### config.mk
export PLATFORM = sky130hd
export DESIGN_NAME = video_request_arbiter
export DESIGN_NICKNAME = d
export VERILOG_FILES = /design/src/rtl/video_pipeline_pkg.sv /design/src/rtl/video_rr_select_2.sv /design/src/rtl/video_request_arbiter.sv
export SDC_FILE = /design/constraint.sdc
export NUM_CORES = 1
export LEC_CHECK = 0
export CORE_UTILIZATION = 37
export CTS_BUF_LIST = sky130_fd_sc_hd__clkbuf_4
export DETAILED_ROUTE_END_ITERATION = 16
export GPL_TIMING_DRIVEN = 1
export PLACE_DENSITY = 0.82
export SLEW_MARGIN = 40
export SYNTH_ARGS = -nofsm -noshare
export SYNTH_HDL_FRONTEND = slang
export SYNTH_SLANG_ARGS = --single-unit
### constraint.sdc
create_clock -name scalerClock -period 1.99 [get_ports scalerClock]
set_input_delay 0.398 -clock scalerClock [delete_from_list [all_inputs] [get_ports scalerClock]]
set_output_delay 0.398 -clock scalerClock [all_outputs]
set_load 0.005 [all_outputs]
### src/rtl/video_pipeline_pkg.sv
// ---------------------------------------------------------------------------
// video_pipeline_pkg
// Shared widths and types for the scaler-clock video pipeline.
//   HACTIVE_BITS / VACTIVE_BITS  : line / row coordinate widths
//   CHUNKNUM_BITS                : chunk index within a line
//   REQUEST_BITS                 : chunk request word (row + chunk number)
//   BITS_PER_PIXEL               : pixel word width
//   arb_state_e                  : state encoding of video_request_arbiter
// ---------------------------------------------------------------------------
package video_pipeline_pkg;

    localparam int HACTIVE_BITS   = 11;
    localparam int VACTIVE_BITS   = 11;
    localparam int CHUNKNUM_BITS  = 6;
    localparam int REQUEST_BITS   = VACTIVE_BITS + CHUNKNUM_BITS;
    localparam int BITS_PER_PIXEL = 16;

    typedef enum logic [1:0] {
        IDLE   = 2'd0,
        OFFER  = 2'd1,
        STREAM = 2'd2
    } arb_state_e;

endpackage

### src/rtl/video_rr_select_2.sv
// ---------------------------------------------------------------------------
// video_rr_select_2
// Combinational two-way picker.
//   last_grant : client served most recently
//   requests   : per-client "has a request" flags
//   valid      : at least one client is requesting
//   index      : selected client (meaningful only when valid)
// Build option: VIDEO_ARB_STRICT_PRIORITY_EN makes client 0 always win when it
// requests; otherwise the client after last_grant has priority.
// ---------------------------------------------------------------------------
module video_rr_select_2 (
    input  logic       last_grant,
    input  logic [1:0] requests,
    output logic       valid,
    output logic       index
);

    assign valid = |requests;

`ifdef VIDEO_ARB_STRICT_PRIORITY_EN
    // last_grant is still an input so the port list is build-independent.
    logic unused_last_grant;
    assign unused_last_grant = last_grant;
    assign index             = ~requests[0];
`else
    logic preferred;
    assign preferred = ~last_grant;
    assign index     = requests[preferred] ? preferred : ~preferred;
`endif

endmodule

### src/rtl/video_request_arbiter.sv
// ---------------------------------------------------------------------------
// video_request_arbiter
// Shares one upstream pixel source between two client request/response FIFO
// pairs. A client request is popped, offered upstream as a one-entry FIFO, and
// exactly one chunk of (1<<CHUNK_BITS) response pixels is routed back to the
// client that issued it. One chunk is outstanding at a time.
// Ports:
//   scalerClock, reset                        clock / async active-high reset
//   clientRequestFifoEmpty/ReadData/ReadEnable per-client FWFT request FIFOs
//   clientResponseFifoFull/WriteEnable        per-client response FIFOs
//   clientResponseFifoWriteData               pixel broadcast to both clients
//   upstreamRequestFifo*                      request FIFO seen by the source
//   upstreamResponseFifo*                     response FIFO seen by the source
//   grant                                     client owning the source
//   busy                                      a chunk is being offered/streamed
// Build option: VIDEO_ARB_STRICT_PRIORITY_EN (see video_rr_select_2).
// ---------------------------------------------------------------------------
module video_request_arbiter #(
    parameter int CHUNK_BITS     = 5,
    parameter int REQUEST_BITS   = video_pipeline_pkg::REQUEST_BITS,
    parameter int BITS_PER_PIXEL = video_pipeline_pkg::BITS_PER_PIXEL
) (
    input  logic                      scalerClock,
    input  logic                      reset,
    input  logic [1:0]                clientRequestFifoEmpty,
    input  logic [2*REQUEST_BITS-1:0] clientRequestFifoReadData,
    output logic [1:0]                clientRequestFifoReadEnable,
    input  logic [1:0]                clientResponseFifoFull,
    output logic [1:0]                clientResponseFifoWriteEnable,
    output logic [BITS_PER_PIXEL-1:0] clientResponseFifoWriteData,
    input  logic                      upstreamRequestFifoReadEnable,
    output logic                      upstreamRequestFifoEmpty,
    output logic [REQUEST_BITS-1:0]   upstreamRequestFifoReadData,
    input  logic                      upstreamResponseFifoWriteEnable,
    output logic                      upstreamResponseFifoFull,
    input  logic [BITS_PER_PIXEL-1:0] upstreamResponseFifoWriteData,
    output logic                      grant,
    output logic                      busy
);

    import video_pipeline_pkg::*;

    localparam logic [1:0] ST_IDLE   = IDLE;
    localparam logic [1:0] ST_OFFER  = OFFER;
    localparam logic [1:0] ST_STREAM = STREAM;

    localparam logic [CHUNK_BITS-1:0] LAST_PIXEL = '1;

    logic [1:0]              state_reg, state_next;
    logic                    last_grant_reg, last_grant_next;
    logic                    grant_reg, grant_next;
    logic [CHUNK_BITS-1:0]   pixel_count_reg, pixel_count_next;
    logic [REQUEST_BITS-1:0] held_request_reg, held_request_next;

    logic sel_valid;
    logic sel_index;
    logic in_idle, in_offer, in_stream;
    logic pop;
    logic grant_full;
    logic accept;

    video_rr_select_2 u_select (
        .last_grant (last_grant_reg),
        .requests   (~clientRequestFifoEmpty),
        .valid      (sel_valid),
        .index      (sel_index)
    );

    assign in_idle    = (state_reg == ST_IDLE);
    assign in_offer   = (state_reg == ST_OFFER);
    assign in_stream  = (state_reg == ST_STREAM);

    // Pop strobes are suppressed while reset is held so that every enable
    // reads 0 during reset even if a client FIFO is non-empty.
    assign pop        = in_idle & sel_valid & ~reset;
    assign grant_full = clientResponseFifoFull[grant_reg];
    assign accept     = in_stream & upstreamResponseFifoWriteEnable & ~grant_full;

    always_comb begin
        state_next        = state_reg;
        last_grant_next   = last_grant_reg;
        grant_next        = grant_reg;
        pixel_count_next  = pixel_count_reg;
        held_request_next = held_request_reg;
        case (state_reg)
            ST_IDLE: begin
                if (sel_valid) begin
                    state_next        = ST_OFFER;
                    grant_next        = sel_index;
                    held_request_next = sel_index
                        ? clientRequestFifoReadData[2*REQUEST_BITS-1:REQUEST_BITS]
                        : clientRequestFifoReadData[REQUEST_BITS-1:0];
                end
            end
            ST_OFFER: begin
                if (upstreamRequestFifoReadEnable) begin
                    state_next       = ST_STREAM;
                    pixel_count_next = '0;
                end
            end
            ST_STREAM: begin
                // Dropped (backpressured) writes do not advance the count.
                if (accept) begin
                    pixel_count_next = pixel_count_reg + 1'b1;
                    if (pixel_count_reg == LAST_PIXEL) begin
                        last_grant_next = grant_reg;
                        state_next      = ST_IDLE;
                    end
                end
            end
            default: state_next = ST_IDLE;
        endcase
    end

    always_ff @(posedge scalerClock or posedge reset) begin
        if (reset) begin
            state_reg        <= ST_IDLE;
            last_grant_reg   <= 1'b1;
            grant_reg        <= 1'b0;
            pixel_count_reg  <= '0;
            held_request_reg <= '0;
        end else begin
            state_reg        <= state_next;
            last_grant_reg   <= last_grant_next;
            grant_reg        <= grant_next;
            pixel_count_reg  <= pixel_count_next;
            held_request_reg <= held_request_next;
        end
    end

    for (genvar gi = 0; gi < 2; gi++) begin : g_client
        assign clientRequestFifoReadEnable[gi]   = pop    & (sel_index == 1'(gi));
        assign clientResponseFifoWriteEnable[gi] = accept & (grant_reg == 1'(gi));
    end

    assign clientResponseFifoWriteData = upstreamResponseFifoWriteData;
    assign upstreamRequestFifoEmpty    = ~in_offer;
    assign upstreamRequestFifoReadData = held_request_reg;
    assign upstreamResponseFifoFull    = ~in_stream | grant_full;
    assign grant                       = grant_reg;
    assign busy                        = ~in_idle;

endmodule

==> qor.csv <==
metric;value;unit
Final Util;0.566;
worst rel slew slack;0.673;
WHS;477;ps
Slew @ Worst Pin;490;ps
largest net degree at the start of global routing;35;
drt pass-1 iters;6;
FF+latch count, synth;26;
reg-to-reg critical path endpoint;pixel_count_reg[3];
Setup crit start kind;input port;
Crit path arrival time;1520;ps
GRT overflow;0;
Syn Inst Count;171;
vias in the first global route;1372;
reg-to-reg critical path startpoint;grant;
Initial Utilization;0.383;
via count;1461;
sequential share of the synthesized area;0.426;
outcome;complete, no violations;
Die Span Y;66.3;um
total track usage;0.195;
synthesis-to-finish area growth;47.8;%
core area;4000;um^2
FP Rows;23;
share of layout cells above drive strength 1;0.130;
initial antenna violation count;0;
Final ANT Viol Nets;0;
slowest stage cell, crit path;clkdlybuf4s50_1;
CTS Hold Bufs;0;
Routed wire per std cell;14.5;um
critical path, cell by cell;clkdlybuf4s50_1 > a211o_1 > nor4_1 > buf_2;
Final period util;0.965;
Cell Pwr Density;1080;nW/um^2
Setup CP Type;in -> out;
Max Clock Freq;521;MHz
port bufs;66;
CP required;1590;ps
root buffer cell;clkbuf_4;
layout net count;291;
Top Ports;99;
Crit path max-delay family;buffers and inverters;
number of vias per cell;5.22;
worst reg-to-reg setup slack;430;ps
syn avg cell area;8.96;um^2
Die X-Extent;66.3;um
Final setup viols;0;
worst path bufs/invs;2;
Reg clk slew, reported paths;140;ps
first-pass GRT wire length;6.48;mm
synthesized area;1530;um^2
worst ir drop on vdd;0.555;mV
fill count;381;
clock buffer count from CTS;3;
Reg2Reg Depth;3;
max incr delay on CP;440;ps
Synth Net Count;231;
n_diodes;0;
critical path peak fanout;3;
Die ar.;4400;um^2
Final Critical Period;1920;ps
clk_skew;2.07;ps
fin. max-slew vios;0;
CTS tree;built;
drt initial violations;88;
RePlAce Congestion;0.774;
worst-skew pair later-pin latency;320;ps
CP endpoint kind;output pin;
Ys Warns;0;
Worst Hold Class;in -> async;
number of flip-flops in the largest register;17;
Max Root-Sink Buffers;2;
DRC Markers;0;
P_leak;0.963;nW
Hold Violations, Final;0;
max_cap viols;0;
DP Wirelength;2.90;mm
Distinct cells, synth;40;
final wirelength;4.06;mm
H-tree depth;1;
clock sink count;26;
[report_power, final]
group          internal, mW  switching [mW]
sequential            0.747           0.133
combinational         0.801           0.540
clock                0.0735           0.157
[cells in the final DEF, fill, tap and decap left out, drive strengths merged, types with 2 or more instances in the layout]
master / count
clkdlybuf4s50: 59
dfrtp: 25
nand3: 23
buf: 19
nor2: 18
o21ai: 18
a31oi: 17
nand2: 5
clkbuf: 4
nand2b: 3
dlygate4sd2: 3
nor2b: 2
o211ai: 2
o31ai: 2
mux2i: 2
inv: 2
o221ai: 2
ha: 2
clkdlybuf4s15: 2
a211oi: 2
mux2: 2
nand3b: 2
[cell type report]
cell class / instances / area [um^2] / area share
Tap cell: 50 / 62.6 / 0.0276
Clock buffer: 3 / 22.5 / 0.00995
Sequential cell: 26 / 652 / 0.288
Multi-Input combinational cell: 114 / 704 / 0.311
Timing Repair Buffer: 84 / 811 / 0.358
Clock inverter: 1 / 3.75 / 0.00166
Inverter: 2 / 7.51 / 0.00332
[how the worst max path moves through the flow]
stage	end	startpoint	slack, ps	cells after the start
finish	clientRequestFifoReadEnable[1]	clientRequestFifoEmpty[1]	70	4
global route	clientRequestFifoReadEnable[1]	clientRequestFifoEmpty[1]	-10	4
CTS	clientRequestFifoReadEnable[0]	clientRequestFifoEmpty[0]	3	5
detailed placement	clientRequestFifoReadEnable[1]	clientRequestFifoEmpty[1]	-400	4
global placement	clientRequestFifoReadEnable[1]	clientRequestFifoEmpty[1]	-390	4
floorplan	clientRequestFifoReadEnable[0]	last_grant_reg	410	4
[per-layer routing]
layer | global-route usage | share of wire | vias up | routed length, um
li1 | - | - | 718 | -
met1 | 0.252 | 0.45 | 692 | 1830
met2 | 0.325 | 0.49 | 41 | 1990
met3 | 0.0276 | 0.040 | 10 | 161
met4 | 0.0771 | 0.018 | 0 | 75
met5 | 0 | 0 | - | 0
[cells in the mapped netlist (all sizes together)]
library cell / n / area share
dfstp: 1 / 0.017
o21ai: 18 / 0.059
mux2i: 2 / 0.013
buf: 25 / 0.11
nand2b: 3 / 0.012
a211oi: 2 / 0.018
a211o: 1 / 0.0057
a31oi: 17 / 0.069
o311ai: 1 / 0.0057
dfrtp: 25 / 0.41
or2: 1 / 0.0041
or2b: 1 / 0.0049
nand3b: 2 / 0.012
ha: 2 / 0.016
o221ai: 2 / 0.011
and3b: 1 / 0.0057
nor2: 18 / 0.044
nor3: 1 / 0.0033
nor4: 1 / 0.0041
and2b: 1 / 0.0049
and3: 1 / 0.0041
mux2: 2 / 0.017
nor2b: 2 / 0.0082
nand3: 23 / 0.075
nor3b: 1 / 0.0049
o31ai: 2 / 0.0098
o2bb2ai: 1 / 0.0057
inv: 2 / 0.0049
nand2: 5 / 0.012
clkbuf: 4 / 0.011
o211ai: 2 / 0.0098
or4b: 1 / 0.0065
[timing repair]
action	4_1_cts	5_1_grt
endpoints found under the setup margin	7	6
buffers inserted	2	2
pin swaps	2	1
gates resized for setup	12	6
[metrics by stage]
| stage | area, um^2 | instances | setup slack [ps] | power, mW | setup TNS [ps] |
|---|---|---|---|---|---|
| 2_1_floorplan | 1530 | 171 | 412 | 1.48 | 0 |
| 3_3_place_gp | 2200 | 272 | -395 | 2.16 | -915 |
| 3_5_place_dp | 2200 | 272 | -397 | 2.20 | -951 |
| 4_1_cts | 2230 | 278 | 2.84 | 2.43 | 0 |
| 5_1_grt | 2260 | 280 | -11.8 | 2.64 | -11.8 |
| 6_report | 2260 | 280 | 69.1 | 2.45 | 0 |
[kinds of logic after synthesis]
kind of cell | synth area share
adders and majority gates | 0.0163
DFF | 0.426
AOI/OAI and AO/OA | 0.194
buffers and inverters | 0.127
muxes | 0.0302
and+or+nand+nor | 0.207
[worst register-to-register path: stages (launching register included)]
cell and delay, ps:
dfrtp_1 510, mux2_4 370, or4b_1 530, nand3_1 90
Note: power is estimated with default switching activity, not from simulation.
